[config.mk]
export PLATFORM = sky130hd
export DESIGN_NAME = sram_like_arbiter
export DESIGN_NICKNAME = d
export VERILOG_FILES = /design/src/rtl/sram_like_arbiter_pkg.sv /design/src/rtl/sram_like_arbiter_id_fifo.sv /design/src/rtl/sram_like_arbiter.sv
export SDC_FILE = /design/constraint.sdc
export NUM_CORES = 1
export LEC_CHECK = 0
export CORE_AREA = 2 2 110 112
export DETAILED_ROUTE_END_ITERATION = 16
export DIE_AREA = 0 0 112 114
export PLACE_DENSITY = 0.69
export REMOVE_ABC_BUFFERS = 1
export SLEW_MARGIN = 20
export SYNTH_ARGS = -nofsm -noshare
export SYNTH_HDL_FRONTEND = slang
export SYNTH_SLANG_ARGS = --single-unit
[constraint.sdc]
create_clock -name clk -period 2.6 [get_ports clk]
set_input_delay 0.52 -clock clk [delete_from_list [all_inputs] [get_ports clk]]
set_output_delay 0.52 -clock clk [all_outputs]
set_load 0.05 [all_outputs]
[src/rtl/sram_like_arbiter_pkg.sv]
// rtl/sram_like_arbiter_pkg.sv - shared types, channel ids and width helpers for sram_like_arbiter
package sram_like_arbiter_pkg;

   localparam int CH_DATA = 0;
   localparam int CH_INST = 1;

   typedef enum logic {
      LOCK_IDLE = 1'b0,
      LOCK_HOLD = 1'b1
   } lock_state_e;

   function automatic int chid_width(input int n);
      return (n <= 1) ? 1 : $clog2(n);
   endfunction

   function automatic int strb_width(input int dw);
      return dw / 8;
   endfunction

endpackage

[src/rtl/sram_like_arbiter_id_fifo.sv]
// rtl/sram_like_arbiter_id_fifo.sv - in-order FIFO of issuing channel ids for outstanding transactions
module sram_like_arbiter_id_fifo #(
   parameter int DEPTH = 4,
   parameter int W     = 1
) (
   input  logic         clk,
   input  logic         resetn,
   input  logic         push,
   input  logic [W-1:0] push_id,
   input  logic         pop,
   output logic [W-1:0] head,
   output logic         full,
   output logic         empty
);

   localparam int PTR_W = (DEPTH <= 2) ? 1 : $clog2(DEPTH);

   logic [W-1:0]     mem [DEPTH];
   logic [PTR_W-1:0] wr_ptr;
   logic [PTR_W-1:0] rd_ptr;
   logic [PTR_W:0]   count;
   logic             do_push;
   logic             do_pop;

   assign full    = (count == (PTR_W+1)'(DEPTH));
   assign empty   = (count == '0);
   assign do_pop  = pop & ~empty;
   // a pop frees the slot the push lands in, so push+pop on full is legal
   assign do_push = push & (~full | do_pop);
   assign head    = mem[rd_ptr];

   always_ff @(posedge clk) begin
      if (do_push) mem[wr_ptr] <= push_id;
   end

   always_ff @(posedge clk or negedge resetn) begin
      if (!resetn) begin
         wr_ptr <= '0;
         rd_ptr <= '0;
         count  <= '0;
      end else begin
         if (do_push) wr_ptr <= wr_ptr + 1'b1;
         if (do_pop)  rd_ptr <= rd_ptr + 1'b1;
         case ({do_push, do_pop})
            2'b10:   count <= count + 1'b1;
            2'b01:   count <= count - 1'b1;
            default: count <= count;
         endcase
      end
   end

endmodule

[src/rtl/sram_like_arbiter.sv]
// rtl/sram_like_arbiter.sv - merges NUM_CH SRAM-like masters onto one slave port, routes in-order responses
// Optional round-robin grant with ARB_ROUND_ROBIN_EN; fixed lowest-index priority otherwise.
module sram_like_arbiter
   import sram_like_arbiter_pkg::*;
#(
   parameter int NUM_CH    = 2,
   parameter int AW        = 32,
   parameter int DW        = 32,
   parameter int MAX_OUTST = 4
) (
   input  logic                     clk,
   input  logic                     resetn,
   input  logic [NUM_CH-1:0]        ch_req,
   input  logic [NUM_CH-1:0]        ch_wr,
   input  logic [NUM_CH*(DW/8)-1:0] ch_wstrb,
   input  logic [NUM_CH*AW-1:0]     ch_addr,
   input  logic [NUM_CH*DW-1:0]     ch_wdata,
   output logic [NUM_CH-1:0]        ch_addr_ok,
   output logic [NUM_CH-1:0]        ch_data_ok,
   output logic [DW-1:0]            ch_rdata,
   output logic                     m_req,
   output logic                     m_wr,
   output logic [(DW/8)-1:0]        m_wstrb,
   output logic [AW-1:0]            m_addr,
   output logic [DW-1:0]            m_wdata,
   input  logic                     m_addr_ok,
   input  logic                     m_data_ok,
   input  logic [DW-1:0]            m_rdata,
   output logic                     err_orphan
);

   localparam int CHID_W = chid_width(NUM_CH);
   localparam int SW     = strb_width(DW);

   logic [AW-1:0]     addr_arr  [NUM_CH];
   logic [DW-1:0]     wdata_arr [NUM_CH];
   logic [SW-1:0]     wstrb_arr [NUM_CH];
   lock_state_e       lock_state;
   logic [CHID_W-1:0] lock_ch;
   logic [CHID_W-1:0] pick;
   logic [CHID_W-1:0] grant;
   logic [CHID_W-1:0] fifo_head;
   logic              fifo_full;
   logic              fifo_empty;
   logic              accept;
   logic              pop;

   always_comb begin
      for (int i = 0; i < NUM_CH; i++) begin
         addr_arr[i]  = ch_addr[i*AW +: AW];
         wdata_arr[i] = ch_wdata[i*DW +: DW];
         wstrb_arr[i] = ch_wstrb[i*SW +: SW];
      end
   end

`ifdef ARB_ROUND_ROBIN_EN
   logic [CHID_W-1:0] rr_ptr;
   logic [NUM_CH-1:0] req_rot;
   logic [CHID_W:0]   sum;

   // rotate so bit 0 is the channel at rr_ptr, then map the first hit back
   always_comb begin
      pick    = '0;
      sum     = '0;
      req_rot = NUM_CH'({ch_req, ch_req} >> rr_ptr);
      for (int i = NUM_CH - 1; i >= 0; i--) begin
         if (req_rot[i]) begin
            sum = {1'b0, rr_ptr} + (CHID_W+1)'(i);
            if (sum >= (CHID_W+1)'(NUM_CH)) sum = sum - (CHID_W+1)'(NUM_CH);
            pick = sum[CHID_W-1:0];
         end
      end
   end

   always_ff @(posedge clk or negedge resetn) begin
      if (!resetn) begin
         rr_ptr <= '0;
      end else if (accept) begin
         rr_ptr <= (grant == CHID_W'(NUM_CH - 1)) ? '0 : grant + 1'b1;
      end
   end
`else
   always_comb begin
      pick = '0;
      for (int i = NUM_CH - 1; i >= 0; i--) begin
         if (ch_req[i]) pick = CHID_W'(i);
      end
   end
`endif

   assign grant  = (lock_state == LOCK_HOLD) ? lock_ch : pick;
   // full blocks on the current count only; a same-cycle pop does not reopen the port
   assign m_req  = resetn & (|ch_req) & ~fifo_full;
   assign accept = m_req & m_addr_ok;
   assign pop    = m_data_ok & ~fifo_empty;

   assign m_wr     = m_req & ch_wr[grant];
   assign m_wstrb  = m_req ? wstrb_arr[grant] : '0;
   assign m_addr   = m_req ? addr_arr[grant]  : '0;
   assign m_wdata  = m_req ? wdata_arr[grant] : '0;
   assign ch_rdata = resetn ? m_rdata : '0;

   always_comb begin
      ch_addr_ok = '0;
      ch_data_ok = '0;
      for (int i = 0; i < NUM_CH; i++) begin
         ch_addr_ok[i] = accept & (grant == CHID_W'(i));
         ch_data_ok[i] = pop & (fifo_head == CHID_W'(i));
      end
   end

   always_ff @(posedge clk or negedge resetn) begin
      if (!resetn) begin
         lock_state <= LOCK_IDLE;
         lock_ch    <= '0;
         err_orphan <= 1'b0;
      end else begin
         case (lock_state)
            LOCK_IDLE: begin
               if (m_req && !m_addr_ok) begin
                  lock_state <= LOCK_HOLD;
                  lock_ch    <= pick;
               end
            end
            LOCK_HOLD: begin
               if (accept) lock_state <= LOCK_IDLE;
            end
            default: lock_state <= LOCK_IDLE;
         endcase
         if (m_data_ok && fifo_empty) err_orphan <= 1'b1;
      end
   end

   sram_like_arbiter_id_fifo #(
      .DEPTH (MAX_OUTST),
      .W     (CHID_W)
   ) u_id_fifo (
      .clk     (clk),
      .resetn  (resetn),
      .push    (accept),
      .push_id (grant),
      .pop     (pop),
      .head    (fifo_head),
      .full    (fifo_full),
      .empty   (fifo_empty)
   );

endmodule

Yosys cells after proc, flatten, opt, wreduce, memory -nomap -nowiden. Memory sizes are Yosys's and may differ from the RTL's. Cells that the tools add are included.

Bitwise logic cells: 18. Reduce and logical (&&, ||, !) cells: 7. Mux-type cells: 24. Equal/unequal tests: 3. Magnitude comparators: 2. $add $sub $neg: 4.

Operators with widths (count): 32-bit 2-to-1 mux (9); 4-bit 2-to-1 mux (4); 1-bit bitwise AND (11); 1-bit 2-to-1 mux (9); 3-bit one-hot mux with 2 select lines (1); 1-bit inverter (5); 2-bit by 1-bit adder with 2-bit output (second input constant) (2); 3-bit by 1-bit adder with 3-bit output (second input constant) (1); 3-bit == test (second input constant) (1); 3-bit logical NOT (1); 3-bit by 1-bit subtractor with 3-bit output (second input constant) (1); 2-bit by 1-bit == test with 1-bit output (second input constant) (1); 2-bit == test (second input constant) (1); 2-bit greater-or-equal comparator (second input constant) (1); 1-bit logical AND (2); 1-bit by 2-bit less-than comparator with 1-bit output (second input constant) (1); 1-bit inverter with 2-bit output (1); 1-bit one-hot mux with 2 select lines (1); 2-bit AND reduction (1); 2-bit nonzero test (1); 2-bit OR reduction (1); 1-bit logical NOT (1); 1-bit bitwise OR (1).

Memories kept: 1. Register bits after elaboration: 10. Logic and storage cells: 65. Input port bits: 176. Bits in writable memories: 4. Output and inout port bits: 107.

Memory list: u_id_fifo.mem (depth 4, width 1, rd ports 1, clocked after Yosys merged registers in 0, wr ports 1, line sram_like_arbiter_id_fifo.sv:18) `logic [W-1:0] mem [DEPTH];`.

Depth between registers and ports, before layout. Gate-level depths: netlist of run 1.

Depth after elaboration: 8. Mapped depth: 8. Gate-level depth less buffers: 8.

Modules after synthesis. A second synthesis of run 1 with hierarchy kept.

Cell total of the unflattened synthesis: 391. Area total of the unflattened synthesis: 3293.2 µm².

By module, submodules not included: sram_like_arbiter (instances 1, area an instance 2625.0 µm², seq. area each 75.1 µm², cells each 334); sram_like_arbiter_id_fifo (instances 1, area an instance 668.1 µm², seq. area each 295.3 µm², cells each 57).

Worst setup path before layout of run 1. No wires, ideal clock.

Kind: input -> output. Start point: input port ch_req[0]. End point: output port m_wdata[21]. Stages: 5. Arrival time: 1.963 ns. Data required time: 2.080 ns. Buffers on the path: 2. Path slack: 0.117 ns. Path through: nor3b_2 > buf_6 > buf_6 > o21ai_0 > a21oi_1.

Cells in the longest elaborated chain, start to end: 7. Elaborated cells between the ends (all ways): 10. Classes of those cells: mux (6); bitwise (3); reduce/logical (1).

Ends and longest elaborated chain: start: declaration (line sram_like_arbiter.sv:13) `input logic [NUM_CH-1:0] ch_req,`; 1-bit 2-to-1 mux (line sram_like_arbiter.sv:86) `if (ch_req[i]) pick = CHID_W'(i);`; 1-bit 2-to-1 mux (line sram_like_arbiter.sv:91) `assign grant = (lock_state == LOCK_HOLD) ? lock_ch : pick;`; 1-bit inverter with 2-bit output (not written as such) (line sram_like_arbiter.sv:100) `assign m_wdata = m_req ? wdata_arr[grant] : '0;`; 32-bit 2-to-1 mux (not written as such) (3 in a row) (line sram_like_arbiter.sv:100); 32-bit 2-to-1 mux (*) (line sram_like_arbiter.sv:100); end: declaration (line sram_like_arbiter.sv:25) `output logic [DW-1:0] m_wdata,`.

Every way passes the cells marked *; elsewhere a longest branch is shown, timed or not. The select of a mux whose other input is x is not followed.

Worst setup path after layout of run 1.
Start point: input port resetn. End point: output port m_addr[19].

Cells in the longest elaborated chain, start to end: 3.

Ends and longest elaborated chain: start: declaration (line sram_like_arbiter.sv:12) `input logic resetn,`; 1-bit bitwise AND (2 in a row) (line sram_like_arbiter.sv:93) `assign m_req = resetn & (|ch_req) & ~fifo_full;`; 32-bit 2-to-1 mux (line sram_like_arbiter.sv:99) `assign m_addr = m_req ? addr_arr[grant] : '0;`; end: declaration (line sram_like_arbiter.sv:24) `output logic [AW-1:0] m_addr,`.

Every way passes these cells.

==> results of run 1 <==
state kept, by name, summed over array words and instances (netlist names):
register and cells:
err_orphan 1, lock_ch 1, lock_state 1, u_id_fifo.count 3
u_id_fifo.mem 4, u_id_fifo.rd_ptr 2, u_id_fifo.wr_ptr 2
report_power, final:
| part | switching (mW) | internal [mW] |
|---|---|---|
| sequential | 0.0896 | 0.322 |
| clock | 0.0847 | 0.203 |
| combinational | 2.03 | 1.70 |
| total | 2.21 | 2.22 |
worst register-to-register path, cell delays in order, from the launching register on:
cell,delay (ps)
dfrtp_1,430
or3b_4,460
nand3_4,130
ha_1,180
inv_1,60
fa_1,370
xor2_1,150
nor2_1,120
xor2_1,140
cell usage after synthesis:
library cell	number	area, um2
buf_2	14	70.1
or3b_4	1	11.3
a31o_2	1	8.76
and2_1	33	206
or3b_1	1	8.76
and2_2	1	7.51
buf_4	2	15.0
xnor2_1	3	26.3
nor2_1	3	11.3
nand2_1	3	11.3
xor2_1	3	26.3
nand3_4	1	17.5
o31a_1	1	8.76
o21a_1	2	15.0
nor3b_2	1	12.5
inv_1	6	22.5
mux2i_1	1	10.0
inv_2	1	3.75
nor3_1	1	5.00
a21oi_1	70	350
o31ai_2	1	12.5
clkbuf_2	5	25.0
mux2_2	1	11.3
nand3_1	69	345
nor2b_1	1	6.26
a21o_1	1	7.51
o21ai_0	68	340
buf_6	3	33.8
edfxtp_1	4	120
dfrtp_1	10	250
ha_1	5	62.6
clkbuf_1	15	56.3
and3_1	4	25.0
mux4_2	1	22.5
fa_1	1	20.0
nand2_4	1	11.3
o21ai_1	1	5.00
per-stage QoR:
step                std cells  power, mW  hold WS, ps  utilization [%]  setup TNS, ps
floorplan                 301       2.26          224                -         -68590
finish                    755       4.43          449             55.0              0
detailed placement        748       4.13          444             53.7          -5410
global route              755       4.67          485             55.0          -6.33
global placement          748       4.05          440             53.7          -3190
CTS                       755       4.47          454             54.9              0
area by class of cell:
type	count	area (um2)	share of cell area, %
clock inverters	1	3.75	0.0583
clock buffers	3	75.1	1.17
repair buffers	303	4140	64.3
flip-flops and latches	14	370	5.75
well taps	147	184	2.86
multi-input cells	280	1640	25.5
inverters	7	26.3	0.408
repair_timing:
item / in CTS / in global routing
buffers inserted: 2 / 0
hold endpoints to repair: 0 / 0
resized for setup: 7 / 2
setup endpoints to repair: 71 / 4
pin swaps: 15 / 0
cloned: 1 / 0
cell families after synthesis:
group / Yosys count / synth area share [%]
xor+xnor: 6 / 2.39
buf+inv: 46 / 10.3
simple gates: 120 / 30.8
flops: 14 / 16.8
mux: 3 / 1.99
compound gates: 145 / 34.0
fa+ha+maj: 6 / 3.75
routing by layer:
| layer | vias up | routed length [um] |
|---|---|---|
| li1 | 1750 | - |
| met1 | 1682 | 4440 |
| met2 | 170 | 6830 |
| met3 | 21 | 790 |
| met4 | 0 | 284 |
| met5 | - | 0 |
worst max path at each step:
stage | slack [ps] | end
after floorplan | -980 | m_addr[0]
after global placement | -130 | m_addr[24]
after detailed placement | -190 | m_addr[24]
after CTS | 50 | m_wstrb[1]
after global routing | -2 | m_wdata[24]
final | 60 | m_addr[19]
==> flow_summary_export.csv, run 1 <==
group,metric,value,unit
critical_path,arrival,2020,ps
routing,routedWlPerCell,16.3,um
pwr,p_leak,2.58,nW
outcome,outcome,"complete, no violations",
critical_path,slowest_delay,490,ps
critical_path,worstReg2RegStart,"u_id_fifo.count[0]",
cells_and_area,fillers,1056,
critical_path,required,2080,ps
yosys,postSynthCellCount,340,
cts,cts_max_path_buffers,2,
cts,cts_tree,"done",
floorplanning,core-area,0.0117,mm2
placed_design,io_buffers,282,
global_route,gr-usage-all-layers,18.3,%
floorplanning,ios,283,
cells_and_area,layout_common_cells,"clkdlybuf4s50_1 (174), buf_12 (112), nand3_1 (69)",
cells_and_area,area_growth,192,%
global_route,grt_max_degree,43,
sta,slew_headroom,66.5,%
placed_design,placed_area,0.00629,mm2
global_route,grt_pass1_wl,19200,um
routing,num_vias,3623,
sta,rsz0062_at_grt,"yes",
routing,drc_errors,0,
cts,clock_sinks,14,
yosys,synth.distinct_cells,37,
critical_path,startpoint,"resetn",
routing,ant_nets,0,
sta,setup_viol,0,
critical_path,r2r_cells,8,
floorplanning,num_rows,40,
sta,tightest_slew,501,ps
cells_and_area,drive_above_1_share,24.3,%
sta,max_freq,0.393,GHz
global_route,use_met3,3.45,%
yosys,avgSynthCellArea,6.48,um2
global_route,antenna_found_initial,0,
global_route,grt_remaining_overflow,0,
critical_path,cp-start-kind,"input port",
routing,avgViaCountPerCell,4.80,
sta,drv_slew,0,
critical_path,path_max_fanout,41,
routing,first_iter_violations,151,
run,cap_violations,0,
hold_path,hold_depth,1,
placed_design,gp_congestion,0.808,
placed_design,dpl.hpwl,9710,um
floorplanning,die_w,112,um
critical_path,crit_path_frequent_cell,"buf_12",
sta,fin_crit,2540,ps
cts,cts_max_level,1,
cells_and_area,nets,791,
hold_path,min_to,"err_orphan",
cts,cts_hold_buf,0,
global_route,met1_usage,19.8,%
floorplanning,dieHeight,114,um
critical_path,cp_top_family,"buffers and inverters",
cells_and_area,final_area,0.00644,mm2
cts,clk_pin_slew,40,ps
global_route,grt_pass1_vias,3842,
global_route,grt.met2_usage,36.5,%
critical_path,cp_slowest_cell,"clkdlybuf4s50_1",
critical_path,ff2ff_setup_slack,500,ps
yosys,yosysSeqAreaShare,16.8,%
sta,finalCritPeriodShare,97.8,%
critical_path,crit_chain,"clkdlybuf4s50_1, o21a_1, nand2_4, buf_12, a21oi_1, buf_12",
yosys,yosysWarningCount,0,
cts,cts_made_buffers,3,
sta,skew,2.54,ps
pwr,powerDensity,688,mW/mm2
sta,layout_setup_ws,56.6,ps
yosys,synth_area,0.00220,mm2
critical_path,critPathKind,"in -> out",
critical_path,crit_buf_inv,3,
hold_path,min_path_type,"reg -> reg",
cts,worstSkewPairLatency,240,ps
routing,finalWirelength,12300,um
cts,root_buffer,"clkbuf_16",
floorplanning,dieArea,0.0128,mm2
floorplanning,start_util,18.8,%
critical_path,cp-end-kind,"output port",
critical_path,reg2reg_to,"u_id_fifo.count[2]",
routing,first_pass_iters,6,
placed_design,pre_cts_ws,-186,ps
critical_path,crit_cells,6,
cells_and_area,layout_commonest_cell,"clkdlybuf4s50_1",
hold_path,hold_start,"err_orphan",
sta,report.final.hold_viol_count,0,
cells_and_area,antennaDiodeCount,0,
yosys,synth-seq-cells,14,
global_route,grt.busiest_layer,"met2",
pwr,ir_worst_vdd,0.404,mV
Power figures use the tool's default switching activity.
==> run 2, diff against run 1 <==
ABC_AREA = 1   (was default)
CORE_AREA = default   (was 2 2 110 112)
CORE_ASPECT_RATIO = 0.5   (was default)
CORE_MARGIN = 1   (was default)
CORE_UTILIZATION = 29   (was default)
DIE_AREA = default   (was 0 0 112 114)
PLACE_DENSITY = 0.89   (was 0.69)
==> run 2 against run 1 <==
The flow now finishes with violations (setup timing). First-iteration DRC count is 140% higher. Synthesized cell count rose by 58%. Non-clock buffer count is 3 lower. Routed wire length grew 18%. Highest routed layer unchanged. Critical endpoint is now m_wdata[8].
==> flow_summary_export.csv, run 2 <==
group,metric,value,unit
sta,drv_slew,0,
cts,cts_tree,"done",
sta,fin_hold_ws,488,ps
cells_and_area,nets,992,
cts,root_buffer,"clkbuf_16",
pwr,powerDensity,767,mW/mm2
cells_and_area,largest_register,"u_id_fifo.mem",
cts,worstSkewPairLatency,250,ps
yosys,synthFlopType,"dfrtp_1",
cts,cts_max_path_buffers,2,
routing,num_vias,4388,
cells_and_area,fin_cells,921,
cts,clk_pin_slew,50,ps
floorplanning,dieHeight,68.9,um
global_route,grt_remaining_overflow,0,
yosys,yosysSeqAreaShare,14.3,%
cts,clock_sinks,14,
cells_and_area,layout_commonest_cell,"clkdlybuf4s50_1",
yosys,synth_edf_count,4,
global_route,antenna_found_initial,0,
routing,routedWlPerCell,15.8,um
yosys,yosysWarningCount,0,
critical_path,required,2080,ps
global_route,gr-usage-all-layers,29.3,%
sta,setup_viol,2,
cells_and_area,final_area,0.00697,mm2
floorplanning,core-area,0.00832,mm2
global_route,grt_max_degree,47,
floorplanning,start_util,31.2,%
cells_and_area,largest_reg_flops,4,
floorplanning,die_w,136,um
outcome,violations,"setup timing",
routing,avgViaCountPerCell,4.76,
routing,drc_errors,0,
sta,fin_setup_tns,-27.8,ps
critical_path,worstReg2RegStart,"u_id_fifo.count[1]",
sta,skew,1.63,ps
hold_path,hold_depth,1,
sta,layout_setup_ws,-19.1,ps
routing,first_pass_iters,5,
cells_and_area,area_growth,169,%
critical_path,cp-end-kind,"output port",
critical_path,path_max_fanout,17,
yosys,postSynthCellCount,537,
sta,fin_crit,2620,ps
cts,cts_made_buffers,3,
cells_and_area,antennaDiodeCount,0,
routing,first_iter_violations,368,
cts,cts_hold_buf,0,
yosys,yosys.area.top_type,"nor2_1",
sta,rsz0062_at_grt,"yes",
placed_design,pre_cts_ws,-111,ps
placed_design,placed_area,0.00666,mm2
critical_path,cp-start-kind,"input port",
yosys,avgSynthCellArea,4.83,um2
yosys,synth.top_cells.by_count,"nor2_1 (148), nand2_1 (124), inv_1 (117)",
pwr,ir_worst_vdd,0.455,mV
yosys,yosysMostFrequentCell,"nor2_1",
yosys,synth-seq-cells,14,
floorplanning,num_rows,23,
cells_and_area,drive_above_1_share,24.1,%
cells_and_area,largestRegisters,"u_id_fifo.mem: 4 flops, u_id_fifo.count: 3 flops",
critical_path,ff2ff_setup_slack,430,ps
yosys,synth_area,0.00259,mm2
critical_path,critPathKind,"in -> out",
hold_path,min_to,"err_orphan",
sta,slew_headroom,65.5,%
pwr,p_leak,3.42,nW
sta,report.final.hold_viol_count,0,
yosys,synthArstFlopShare,71.4,%
hold_path,min_path_type,"reg -> reg",
sta,max_freq,0.382,GHz
floorplanning,dieArea,0.00935,mm2
placed_design,io_buffers,282,
yosys,synth_top_area_share,21.4,%
yosys,synth.distinct_cells,24,
yosys,synth.area.top_cells,"nor2_1 (21%), nand2_1 (18%), inv_1 (17%)",
cells_and_area,layout_common_cells,"clkdlybuf4s50_1 (174), nand2_1 (123), inv_1 (117)",
placed_design,dpl.hpwl,10600,um
run,cap_violations,0,
sta,tightest_slew,515,ps
global_route,grt_pass1_wl,21200,um
hold_path,hold_start,"err_orphan",
pwr,power,5.35,mW
critical_path,reg2reg_to,"u_id_fifo.count[2]",
routing,finalWirelength,14500,um
floorplanning,ios,283,
cells_and_area,utilization,83.8,%
placed_design,gp_congestion,0.805,
critical_path,r2r_cells,10,
global_route,grt_pass1_vias,4404,
outcome,outcome,"finished with violations",
placed_design,dp_cells,914,
sta,finalCritPeriodShare,101,%
critical_path,arrival,2100,ps
cts,cts_max_level,1,
routing,ant_nets,0,
## run 2: critical path: stages
cell and delay [ps]:
clkdlybuf4s50_1 520, o21ai_2 100, nor2_4 190, bufbuf_16 340, nand2_1 110, nor2_2 150, buf_12 150
## run 2: kinds of logic (layout without fill, tap and decap cells)
logic type / Yosys count / count (layout) / share of synthesized area [%]
and+or+nand+nor: 354 / 354 / 55.8
xor gates and xnor gates: 4 / 4 / 1.35
buffers and inverters: 152 / 424 / 23.9
DFF: 14 / 14 / 14.3
adders and majority gates: 6 / 6 / 3.18
AOI/OAI and AO/OA: 7 / 7 / 1.45
## run 2: timing repair
action	4_1_cts	5_1_grt
setup buffers	1	0
gates resized for setup	60	4
setup endpoints to repair	62	7
pin swaps	4	0
cloned	2	0
## run 2: where the power goes
| group | switching (mW) | internal, mW |
|---|---|---|
| registers | 0.0763 | 0.315 |
| logic | 2.68 | 1.97 |
| clock network | 0.0983 | 0.204 |
## run 2: layer usage
layer,GRT usage (%),up-vias,share of wire (%)
li1,-,2107,-
met1,31.0,1990,36
met2,57.4,237,53
met3,5.85,54,7.8
met4,14.2,0,3.6
met5,0,-,0
## run 2: worst max-delay path by stage
stage / from / to / slack [ps] / depth (start not counted)
floorplan: ch_req[1] / m_addr[0] / -980 / 4
global placement: ch_req[0] / m_addr[0] / -20 / 7
detailed placement: ch_req[1] / m_wdata[27] / -110 / 9
CTS: resetn / m_wdata[8] / 30 / 7
global route: resetn / m_wdata[0] / -40 / 7
finish: resetn / m_wdata[8] / -20 / 7
## run 2: cell type report
class | instances | area (um2)
multi-input combinational | 371 | 1770
inverter | 120 | 450
clock buffer | 3 | 75.1
sequential | 14 | 370
clock inverter | 1 | 3.75
timing repair buffer | 300 | 4160
tap | 112 | 140
fill | 430 | 1350
